<file path="src/rtl/matmul_sequencer.sv">
// Index sequencer for an NxN matrix multiply: walks (i, j, k) with k innermost,
// issues operand reads, drives MAC strobes one cycle later and C writes two cycles later.
module matmul_sequencer #(
  parameter int N  = 4,
  parameter int AW = 4
) (
  input  logic          clock,
  input  logic          reset,
  input  logic          start,
  input  logic          hold,
  output logic          rd_en,
  output logic [AW-1:0] a_addr,
  output logic [AW-1:0] b_addr,
  output logic          mac_en,
  output logic          mac_first,
  output logic          c_we,
  output logic [AW-1:0] c_addr,
  output logic          busy,
  output logic          done
);

  localparam int            IW   = $clog2(N);
  localparam logic [IW-1:0] LAST = IW'(N - 1);
  localparam logic [AW-1:0] N_A  = AW'(N);

  typedef enum logic [1:0] {
    IDLE  = 2'd0,
    RUN   = 2'd1,
    FLUSH = 2'd2,
    DONE  = 2'd3
  } state_t;

  state_t        state, state_nxt;
  logic [IW-1:0] i_q, j_q, k_q;
  logic [IW-1:0] i_nxt, j_nxt, k_nxt;
  logic          flush_q, flush_nxt;

  logic          v1, first1, last1;
  logic [AW-1:0] idx1;

  assign a_addr    = AW'(i_q) * N_A + AW'(k_q);
  assign b_addr    = AW'(k_q) * N_A + AW'(j_q);
  assign mac_en    = v1;
  assign mac_first = v1 & first1;

  always_comb begin
    // NOTE: every signal written here gets a default first, so no path can infer a latch.
    state_nxt = state;
    i_nxt     = i_q;
    j_nxt     = j_q;
    k_nxt     = k_q;
    flush_nxt = flush_q;
    rd_en     = 1'b0;
    busy      = 1'b0;
    done      = 1'b0;

    unique case (state)
      IDLE: begin
        if (start) state_nxt = RUN;
      end

      RUN: begin
        busy  = 1'b1;
        rd_en = ~hold;
        // Odometer advance with k innermost; a held cycle freezes position.
        if (!hold) begin
          if (k_q != LAST) begin
            k_nxt = k_q + IW'(1);
          end else begin
            k_nxt = '0;
            if (j_q != LAST) begin
              j_nxt = j_q + IW'(1);
            end else begin
              j_nxt = '0;
              if (i_q != LAST) begin
                i_nxt = i_q + IW'(1);
              end else begin
                i_nxt     = '0;
                state_nxt = FLUSH;
              end
            end
          end
        end
      end

      FLUSH: begin
        busy      = 1'b1;
        flush_nxt = ~flush_q;
        if (flush_q) state_nxt = DONE;
      end

      DONE: begin
        done      = 1'b1;
        state_nxt = IDLE;
      end

      default: state_nxt = IDLE;
    endcase
  end

  always_ff @(posedge clock) begin
    // NOTE: sequential state is updated with non-blocking assignments only.
    if (reset) begin
      state   <= IDLE;
      i_q     <= '0;
      j_q     <= '0;
      k_q     <= '0;
      flush_q <= 1'b0;
    end else begin
      state   <= state_nxt;
      i_q     <= i_nxt;
      j_q     <= j_nxt;
      k_q     <= k_nxt;
      flush_q <= flush_nxt;
    end
  end

  // Two-stage tag pipeline: stage 1 tags the MAC input, stage 2 the C write.
  always_ff @(posedge clock) begin
    if (reset) begin
      v1     <= 1'b0;
      first1 <= 1'b0;
      last1  <= 1'b0;
      idx1   <= '0;
      c_we   <= 1'b0;
      c_addr <= '0;
    end else begin
      v1     <= rd_en;
      first1 <= (k_q == '0);
      last1  <= (k_q == LAST);
      idx1   <= AW'(i_q) * N_A + AW'(j_q);
      c_we   <= v1 & last1;
      if (v1 & last1) c_addr <= idx1;
    end
  end

endmodule

</file>
<file path="config.mk">
export PLATFORM = sky130hd
export DESIGN_NAME = matmul_sequencer
export DESIGN_NICKNAME = d
export VERILOG_FILES = /design/src/rtl/matmul_sequencer.sv
export SDC_FILE = /design/constraint.sdc
export NUM_CORES = 1
export LEC_CHECK = 0
export CORE_MARGIN = 2
export CORE_UTILIZATION = 40
export CTS_CLUSTER_SIZE = 30
export DETAILED_ROUTE_END_ITERATION = 6
export PLACE_DENSITY = 0.66
export SLEW_MARGIN = 0
export SYNTH_ARGS = -nofsm -noshare
export SYNTH_HDL_FRONTEND = slang
export SYNTH_SLANG_ARGS = --single-unit
</file>
<file path="constraint.sdc">
create_clock -name clock -period 2.2 [get_ports clock]
set_clock_uncertainty 0.2 [all_clocks]
set_input_delay 0.44 -clock clock [delete_from_list [all_inputs] [get_ports clock]]
set_output_delay 0.44 -clock clock [all_outputs]
set_load 0.01 [all_outputs]
</file>
### Word level (Yosys, flattened, before mapping)

Index checks and enable logic that the tools add are counted.

| storage, ports and cells | value |
|---|---|
| register bits after elaboration | 21 |
| logic and storage cells | 56 |
| output and inout bits | 18 |

| cells by class | value |
|---|---|
| add/sub/neg operators | 6 |
| bitwise operators | 6 |
| reduce and logical (&&, ||, !) cells | 7 |
| equality and inequality tests | 13 |
| multiplexer cells | 13 |

Operators with widths:

| operator | number |
|---|---|
| two-way mux 2 bit | 9 |
| inequality test 2 bit, second input constant | 9 |
| adder 4 x 2 -> 4 bit | 3 |
| case mux 2 bit (4 select lines) | 1 |
| adder 2 x 1 -> 2 bit, second input constant | 3 |
| equality test 2 bit, second input constant | 3 |
| AND reduction 6 bit | 1 |
| logical NOT 2 bit | 2 |
| NOT 1 bit | 4 |
| AND reduction 4 bit | 1 |
| two-way mux 1 bit | 3 |
| AND reduction 3 bit | 1 |
| AND 1 bit | 2 |
| equality test 2 x 1 -> 1 bit, second input constant | 1 |
| AND reduction 2 bit | 1 |
| OR reduction 2 bit | 1 |

### Logic depth before layout (Yosys ltp)

Gate-level depths: netlist (run 1).

| logic depth | value |
|---|---|
| word-level depth | 6 |
| gate-level depth with buffers | 6 |
| mapped depth without buffers | 5 |

### Worst setup path before layout (run 1)

OpenSTA, ideal clock, no wires.

| path | value |
|---|---|
| path kind | reg-to-reg |
| start | reg state[0] |
| end | reg state[0] |
| data arrival time | 1.350 ns |
| period minus slack after synthesis | 1.622 ns |
| data required time | 1.928 ns |
| cell stages (with the launch flop) | 6 |
| slack | 0.578 ns |
| cell sequence | dfxtp_1 -> inv_1 -> ha_1 -> nor2b_1 -> a2111oi_4 -> mux2i_1 |

| between the ends | value |
|---|---|
| word-level cells in the longest chain between the ends | 3 |
| elaborated cells between the ends (all ways) | 12 |
| those cells by class | 9 x eq/ne; 1 x mux; 2 x reduce/logical |

RTL lines:

| item | line | text |
|---|---|---|
| from (decl) | 33 | `state_t state, state_nxt;` |
| from (signal assigned) | 110 | `state <= state_nxt;` |
| equality test 2 x 1 -> 1 bit, or another cell as far along | 57 | `unique case (state)` |
| inequality test 2 bit (no source line) | n/a |  |
| AND reduction 6 bit (no source line) | n/a |  |

Several ways; a longest one is shown, not always the timed one.
A chain may end at the register's enable or synchronous reset.

### Worst setup path in the final report (run 1)

| path | value |
|---|---|
| start | reg v1 (netlist: mac_en) |
| end | out mac_first |

| between the ends | value |
|---|---|
| word-level cells in the longest chain between the ends | 1 |

RTL lines:

| item | line | text |
|---|---|---|
| from (decl) | 38 | `logic v1, first1, last1;` |
| from (signal assigned) | 128 | `v1 <= rd_en;` |
| AND 1 bit | 44 | `assign mac_first = v1 & first1;` |
| to (decl) | 15 | `output logic mac_first,` |

Every way passes these cells.

==> results of run 1 <==
## through the flow
step | setup TNS, ns | utilization (%) | cell area, um2 | hold WS, ns | total power [mW]
floorplan | 0 | - | 938.4 | 0.2291 | 0.6512
global placement | -0.1023 | 53.28 | 1179 | 0.2314 | 0.7467
detailed placement | -0.09911 | 53.28 | 1179 | 0.2415 | 0.7569
CTS | 0 | 54.58 | 1207 | 0.2580 | 0.9293
global route | 0 | 54.58 | 1207 | 0.2870 | 0.9823
finish | 0 | 54.58 | 1207 | 0.2561 | 0.9147
## final timing paths
check,start,to
hold / removal,idx1[3],c_addr[3]
setup reg to reg,state[0],state[0]
setup / recovery,mac_en,mac_first
hold reg to reg,idx1[3],c_addr[3]
## layer usage
layer	up-vias	wire [um]
met5	-	0
met1	306	628
li1	353	-
met4	0	36
met3	4	56
met2	15	753
## cells by family (layout without fill, tap and decap cells)
kind of cell	after synthesis	in the layout
multiplexers	5	5
XOR/XNOR	1	1
flip-flops	21	21
AND/OR/NAND/NOR	38	38
AO/OA/AOI/OAI	10	10
buffers and inverters	9	32
adder cells (fa/ha/maj)	10	10
## worst reg2reg max path: stages, from the launching register on
cell,delay [ns]
dfxtp_4,0.39
inv_1,0.08
ha_1,0.25
nor2b_1,0.17
a2111oi_4,0.34
mux2i_1,0.22
## final cells by class
cell class	instances	area, um2	share of cell area, %
Multi-Input combinational cell	64	475.5	39.38
Sequential cell	21	425.4	35.23
Timing Repair Buffer	24	230.2	19.07
Tap cell	28	35.03	2.902
Clock buffer	4	26.28	2.176
Inverter	4	15.01	1.244
## state kept, by name, indices dropped and copies added, names as in the netlist
signal / flops
flush_q: 1
c_addr: 4
c_we: 1
last1: 1
first1: 1
state: 2
j_q: 2
i_q: 2
k_q: 2
mac_en: 1
idx1: 4
## power by group through the flow
| stage | sequential [mW] | combinational (mW) | clock [mW] |
|---|---|---|---|
| floorplan | 0.445 | 0.206 | 0 |
| global placement | 0.447 | 0.300 | 0 |
| detailed placement | 0.450 | 0.307 | 0 |
| CTS | 0.446 | 0.297 | 0.186 |
| global route | 0.452 | 0.321 | 0.209 |
| finish | 0.445 | 0.290 | 0.180 |
## layout by cell type (no fill, tap or decap)
master            n
dfxtp_1          19
clkdlybuf4s50_1  19
nor2b_1          10
ha_1             10
nand2_1           8
a21oi_1           7
nor2_1            6
mux2i_1           5
nand3_1           5
inv_1             4
nand2b_1          3
clkbuf_4          3
buf_4             3
or3_1             2
dlygate4sd2_1     2
and2_1            1
nand2b_4          1
a21boi_1          1
a2111oi_4         1
nand4b_2          1
nand3b_1          1
xnor2_1           1
o21bai_1          1
clkbuf_1          1
dfxtp_4           1
dfxtp_2           1
==> impl_metrics.tcl, run 1 <==
set metrics [dict create \
    hold_class "register to register" \
    synth_simple_gate_area_share_pct 22.80 \
    sequentialPowerShare_pct 48.7 \
    wl_per_cell_um 10.17 \
    sw_frac_of_total_pct 29.70 \
    maxSlewViolCount 0 \
    crit_path_max_incr_delay_ns 0.52 \
    cp_slowest_cell "clkdlybuf4s50_1" \
    post_synth_mux_area_share_pct 5.333 \
    met1_usage_pct 13.01 \
    worst_setup_path_start_kind "register" \
    layoutNonFillerInstCount 145 \
    drt-initial-drc-count 0 \
    area_delta_synth_final_pct 28.67 \
    syn_nets 108 \
    crit_required_ns 1.56 \
    num_vias 678 \
    dp_cells 141 \
    path_cells "and2_1 > clkdlybuf4s50_1" \
    synth_edf_count 0 \
    grt_max_degree 15 \
    initial_utilization_pct 42.42 \
    netlist.area_leader.share_pct 44.80 \
    p_switching_mw 0.2716 \
    p_leak_nw 0.4872 \
    critical_path.top_delay_family "buffers and inverters" \
    clock_path_buffers 2 \
    crit_path_max_fanout 7 \
    min_period_ns 2.061 \
    vdd_ir_drop_max_mv 0.3652 \
    powerDensity_nw_per_um2 757.6 \
    setup_viol 0 \
    ant_nets 0 \
    die_y_um 52.44 \
    grt_usage_pct 13.01 \
    path_clk_slew_ns 0.11 \
    syn_area_per_cell_um2 9.983 \
    grt_pass1_vias 648 \
    clockRootBuffer "clkbuf_4" \
    critPathKind "register to primary output" \
    synth_fa_ha_area_share_pct 13.33 \
    via_per_inst 4.676 \
    syn_area_um2 938.4 \
    synth_flop_cell "dfxtp_1" \
    drcViolationCount 0 \
    rows 17 \
    place_ws_ns -0.09911 \
    grt_util_met3_pct 2.571 \
    synth_top_family_by_area "simple AND/OR/NAND/NOR gates" \
    synthArstFlopShare_pct 0 \
    synth_xor_area_share_pct 0.9333 \
    dieArea_um2 2749 \
    drive_gt1_share_pct 9.402 \
    nFillCells 212 \
    hold_path_depth 2 \
    grt_pass1_wl_um 2559 \
    grt_busiest_layer "met2" \
    path_depth 2 \
    cts_buffers 3 \
    clkLatencyLatePin_ns 0.30 \
    yosysWarnings 0 \
    fmax_mhz 485.2 \
    arrival_ns 1.42 \
    gp_congestion 0.6633 \
    rsz0062_at_grt "no" \
    setup_ws_ns 0.1390 \
    synth_cell_types 23 \
    synth_compound_area_share_pct 8.267 \
    die_w_um 52.44 \
    postCtsResizedCells 5 \
    synth.most_common_cell "dfxtp_1" \
    h-tree-depth 1 \
    grt-ovfl-total 0 \
    syn_inst 94 \
    synth-seq-cells 21 \
    ys_top_cells_by_area "dfxtp_1 45%, ha_1 13%, nor2b_1 6.7%, mux2i_1 5.3%, a21oi_1 3.7%" \
    synth_common_cells "21 x dfxtp_1, 10 x ha_1, 10 x nor2b_1" \
    post-route-period-util_pct 93.68 \
    p_int_mw 0.6431 \
    antenna_cells 0 \
    ctsHoldBuffers 0 \
    cts_setup_buffers 0 \
    hold_viol 0 \
    ff2ff_path_depth 5 \
    cts_tree "done" \
    antenna_found_initial 0 \
    relSlewSlack_pct 77.66 \
    dpl.hpwl_um 1173 \
    synth_area_leader_cell "dfxtp_1" \
    ios 22 \
    outcome "completed" \
    coreArea_um2 2212 \
    maxCapViolations 0 \
    worst_pin_slew_ns 0.3350 \
    cp-end-kind "primary output" \
    crit_buf_inv 1 \
    nets 132 \
    use_met2_pct 23.75 \
    worst-r2r-setup-slack_ns 0.49 \
    yosysSeqAreaShare_pct 44.80 \
    power.share.clock_pct 19.6 \
    wirelength_um 1474 \
    power_frac_comb_pct 31.7 \
    clkSinkCount 21 \
    portBuffers 21 \
    drtPass1Iterations 1 \
]
(Power assumes the default switching activity.)
==> run 2, diff against run 1 <==
clock period = 2 ns   (was 2.2 ns; I/O delays follow)
==> run 2 against run 1 <==
Against the previous run: via count increased by 2.4%; non-clock buffer count increased by 3; routed wire length increased by 2.8%; sequential power increased by 8.8%; global-route usage increased by 0.49 points; cell area increased by 2.9%; critical path depth decreased by 1; core utilization increased by 1.6 points; register-to-register slack got worse by 0.18 ns; sequential share of layout area decreased by 0.99 points; combinational power increased by 19%; cell count increased by 2.1%.
==> impl_metrics.tcl, run 2 (same netlist as run 1, synthesis figures left out) <==
set metrics [dict create \
    via_per_inst 4.689 \
    cp-end-kind "primary output" \
    rsz0062_at_grt "no" \
    clockRootBuffer "clkbuf_4" \
    ios 22 \
    crit_required_ns 1.40 \
    nFillCells 212 \
    most-common-layout-cells "19 x dfxtp_1, 18 x clkdlybuf4s50_1, 10 x ha_1" \
    ant_nets 0 \
    drive_gt1_share_pct 15.00 \
    drcViolationCount 0 \
    clkLatencyLatePin_ns 0.29 \
    nets 135 \
    die_w_um 52.44 \
    grt_max_degree 15 \
    top_layer "met4" \
    setup_ws_ns 0.09412 \
    drt-initial-drc-count 6 \
    path_cells "clkdlybuf4s50_1" \
    finalPower_mw 1.025 \
    maxCapViolations 0 \
    coreArea_um2 2212 \
    fmax_mhz 524.7 \
    cp_slowest_cell "clkdlybuf4s50_1" \
    wl_per_cell_um 10.24 \
    placed_area_um2 1214 \
    arrival_ns 1.31 \
    critical_path.top_delay_family "buffers and inverters" \
    h-tree-depth 1 \
    reg_top3 "c_addr (4), idx1 (4)" \
    min_period_ns 1.906 \
    dieArea_um2 2749 \
    die_y_um 52.44 \
    rows 17 \
    grt_pass1_wl_um 2760 \
    hold_class "register to register" \
    fin_area_um2 1242 \
    num_vias 694 \
    multi_input_area_um2 478.0 \
    initial_utilization_pct 42.42 \
    wl_met2_um 794 \
    powerDensity_nw_per_um2 824.6 \
    setup_viol 0 \
    hold_path_depth 2 \
    worst-r2r-setup-slack_ns 0.31 \
    relSlewSlack_pct 74.29 \
    met1Wirelength_um 643 \
    post-route-period-util_pct 95.29 \
    crit_buf_inv 1 \
    clkSinkCount 21 \
    place_ws_ns -0.1991 \
    worst_pin_slew_ns 0.3845 \
    maxSlewViolCount 0 \
    wirelength_um 1515 \
    area.sequential_um2 425.4 \
    grt_pass1_vias 660 \
    p_leak_nw 0.5101 \
    antenna_cells 0 \
    cts_tree "done" \
    dpl.hpwl_um 1202 \
    cts_setup_buffers 0 \
    ff2ff_path_depth 5 \
    drtPass1Iterations 2 \
    vdd_ir_drop_max_mv 0.4443 \
    crit_path_max_fanout 6 \
    grt-ovfl-total 0 \
    antenna_found_initial 0 \
    critPathKind "register to primary output" \
    dr_wl_met3_um 66 \
    layout_commonest_cell "dfxtp_1" \
    crit_path_max_incr_delay_ns 0.58 \
    portBuffers 21 \
    cts_buffers 3 \
    grt_usage_pct 13.50 \
    hold_viol 0 \
    gp_congestion 0.6654 \
    outcome "completed" \
    worst_setup_path_start_kind "register" \
    path_depth 1 \
    path_clk_slew_ns 0.11 \
    area_delta_synth_final_pct 32.40 \
    clock_path_buffers 2 \
]
[run 2: final cells by class]
class                   count  share of cell area (%)
multi-input cells          64                   38.47
flip-flops and latches     21                   34.24
repair buffers             27                   21.05
well taps                  28                   2.820
clock buffers               3                   1.813
inverters                   4                   1.208
clock inverters             1                  0.4028
[run 2: stage by stage]
stage | cells | hold slack (ns) | TNS, ns | utilization [%]
6_report | 148 | 0.2515 | 0 | 56.17
5_1_grt | 148 | 0.2726 | 0 | 56.17
4_1_cts | 148 | 0.2523 | 0 | 56.22
3_5_place_dp | 144 | 0.2349 | -0.2664 | 54.86
3_3_place_gp | 144 | 0.2294 | -0.2098 | 54.86
2_1_floorplan | 94 | 0.2291 | 0 | -
[run 2: final timing paths]
| path | startpoint | to |
|---|---|---|
| worst min register to register | idx1[1] | c_addr[1] |
| worst max register to register | state[0] | state[0] |
| worst min-delay path | idx1[1] | c_addr[1] |
| worst max-delay path | k_q[0] | b_addr[2] |
[run 2: timing repair]
| action | CTS | global route |
|---|---|---|
| cloned | 0 | 0 |
| endpoints found under the setup margin | 3 | 2 |
| hold buffers | 0 | 0 |
| resized for setup | 6 | 5 |
| pin swaps | 0 | 0 |
[run 2: per-layer routing]
layer	vias up	global-route usage [%]
met1	316	14.96
li1	361	-
met5	-	0
met2	15	25.00
met3	2	3.429
met4	0	3.846
[run 2: power by group]
group / switching [mW] / leakage [nW] / internal, mW
Sequential: 0.0278 / 0.171 / 0.456
Combinational: 0.156 / 0.321 / 0.190
Clock: 0.120 / 0.0177 / 0.0743
Total: 0.304 / 0.510 / 0.721
==> run 3, diff against run 2 <==
CORE_UTILIZATION = 30   (was 40)
PLACE_DENSITY = default   (was 0.66)
==> run 3 against run 2 <==
Against the previous run: sequential cell count unchanged; maximum frequency down 0.38%; cell count up 4.7%; die area up 31%; setup slack lost 0.0072 ns; total power increased by 1.2%; critical path depth unchanged; first-iteration DRC count rose by 17%; hold slack gained 0.0059 ns; via count down 3.5%; clock-buffer cell count is the same.
==> impl_metrics.tcl, run 3 (same netlist as run 1, synthesis figures left out) <==
set metrics [dict create \
    wl_per_cell_um 9.845 \
    h-tree-depth 1 \
    antenna_found_initial 0 \
    post-route-period-util_pct 95.65 \
    grt_usage_pct 9.955 \
    fin_area_um2 1247 \
    cts_tree "done" \
    maxCapViolations 0 \
    grt_pass1_wl_um 2615 \
    dieArea_um2 3592 \
    min_period_ns 1.913 \
    die_w_um 59.93 \
    ff2ff_path_depth 6 \
    nets 137 \
    rows 20 \
    hold_path_depth 2 \
    critPathKind "register to primary output" \
    via_per_inst 4.323 \
    worst_setup_path_start_kind "register" \
    hold_viol 0 \
    antenna_cells 0 \
    reg_top3 "c_addr (4), idx1 (4)" \
    drcViolationCount 0 \
    crit_path_max_incr_delay_ns 0.57 \
    grt_pass1_vias 653 \
    layout_commonest_cell "dfxtp_1" \
    clkSinkCount 21 \
    grt_max_degree 13 \
    path_clk_slew_ns 0.11 \
    ant_nets 0 \
    final_core_util_pct 41.54 \
    path_depth 1 \
    coreArea_um2 3003 \
    num_vias 670 \
    powerDensity_nw_per_um2 831.3 \
    holdWs_ns 0.2574 \
    nFillCells 303 \
    crit_path_max_fanout 6 \
    wirelength_um 1526 \
    crit_required_ns 1.40 \
    layoutNonFillerInstCount 155 \
    cp-end-kind "primary output" \
    dp_cells 150 \
    drive_gt1_share_pct 15.57 \
    drt-initial-drc-count 7 \
    drtPass1Iterations 2 \
    hold_class "register to register" \
    r2r_start "state[0]" \
    cp_slowest_cell "clkdlybuf4s50_1" \
    cts_buffers 3 \
    setup_viol 0 \
    crit_buf_inv 1 \
    outcome "completed" \
    vdd_ir_drop_max_mv 0.4270 \
    clock_path_buffers 2 \
    portBuffers 21 \
    hold_start "idx1[1]" \
    grt-ovfl-total 0 \
    worst_pin_slew_ns 0.3371 \
    p_leak_nw 0.5176 \
    clkLatencyLatePin_ns 0.30 \
    placed_area_um2 1215 \
    startpoint "k_q[0]" \
    ctsHoldBuffers 0 \
    relSlewSlack_pct 77.53 \
    fmax_mhz 522.7 \
    most-common-layout-cells "19 x dfxtp_1, 18 x clkdlybuf4s50_1, 10 x ha_1" \
    critical_path.top_delay_family "buffers and inverters" \
    ios 22 \
    arrival_ns 1.31 \
    die_y_um 59.93 \
    area_delta_synth_final_pct 32.93 \
    rsz0062_at_grt "no" \
    gp_congestion 0.7061 \
    dpl.hpwl_um 1222 \
    maxSlewViolCount 0 \
    initial_utilization_pct 31.25 \
    path_cells "clkdlybuf4s50_1" \
    clockRootBuffer "clkbuf_4" \
]
-- run 3: report_power, final --
part / switching [mW] / internal, mW / leakage [nW]
Sequential: 0.0209 / 0.453 / 0.171
Clock: 0.126 / 0.0745 / 0.0177
Combinational: 0.163 / 0.200 / 0.329
Total: 0.310 / 0.727 / 0.518
-- run 3: area by class of cell --
class | count | area [um2] | area share (%)
timing repair buffer | 29 | 262.8 | 21.06
clock inverter | 1 | 5.005 | 0.4012
tap | 33 | 41.29 | 3.310
sequential | 21 | 422.9 | 33.90
clock buffer | 3 | 22.52 | 1.805
inverter | 4 | 15.01 | 1.204
multi-input combinational | 64 | 478.0 | 38.31
-- run 3: what timing repair did --
action,in CTS,in global routing
gates cloned,0,0
setup endpoints to repair,3,2
gates resized for setup,5,3
pin swaps,0,0
buffers inserted,0,1
-- run 3: worst paths after layout --
check	endpoint	slack, ns
max reg2reg	state[0]	0.28
max	a_addr[0]	0.09
min	c_addr[1]	0.26
min reg2reg	c_addr[1]	0.26
-- run 3: stage by stage --
stage / setup TNS (ns) / setup slack (ns) / power, mW
after global placement: -0.2387 / -0.2387 / 0.8474
after floorplan: 0 / 0.3779 / 0.7164
final: 0 / 0.08691 / 1.037
after global routing: 0 / 0.003977 / 1.119
after detailed placement: -0.2386 / -0.2386 / 0.8549
after CTS: -0.005596 / -0.005596 / 1.051
-- run 3: layer usage --
layer  track usage [%]  up-vias  wire, um
met4             5.714        0        13
met1             10.45      292       657
met2             17.70       12       786
met5                 0        -         0
met3             2.597        2        68
li1                  -      364         -
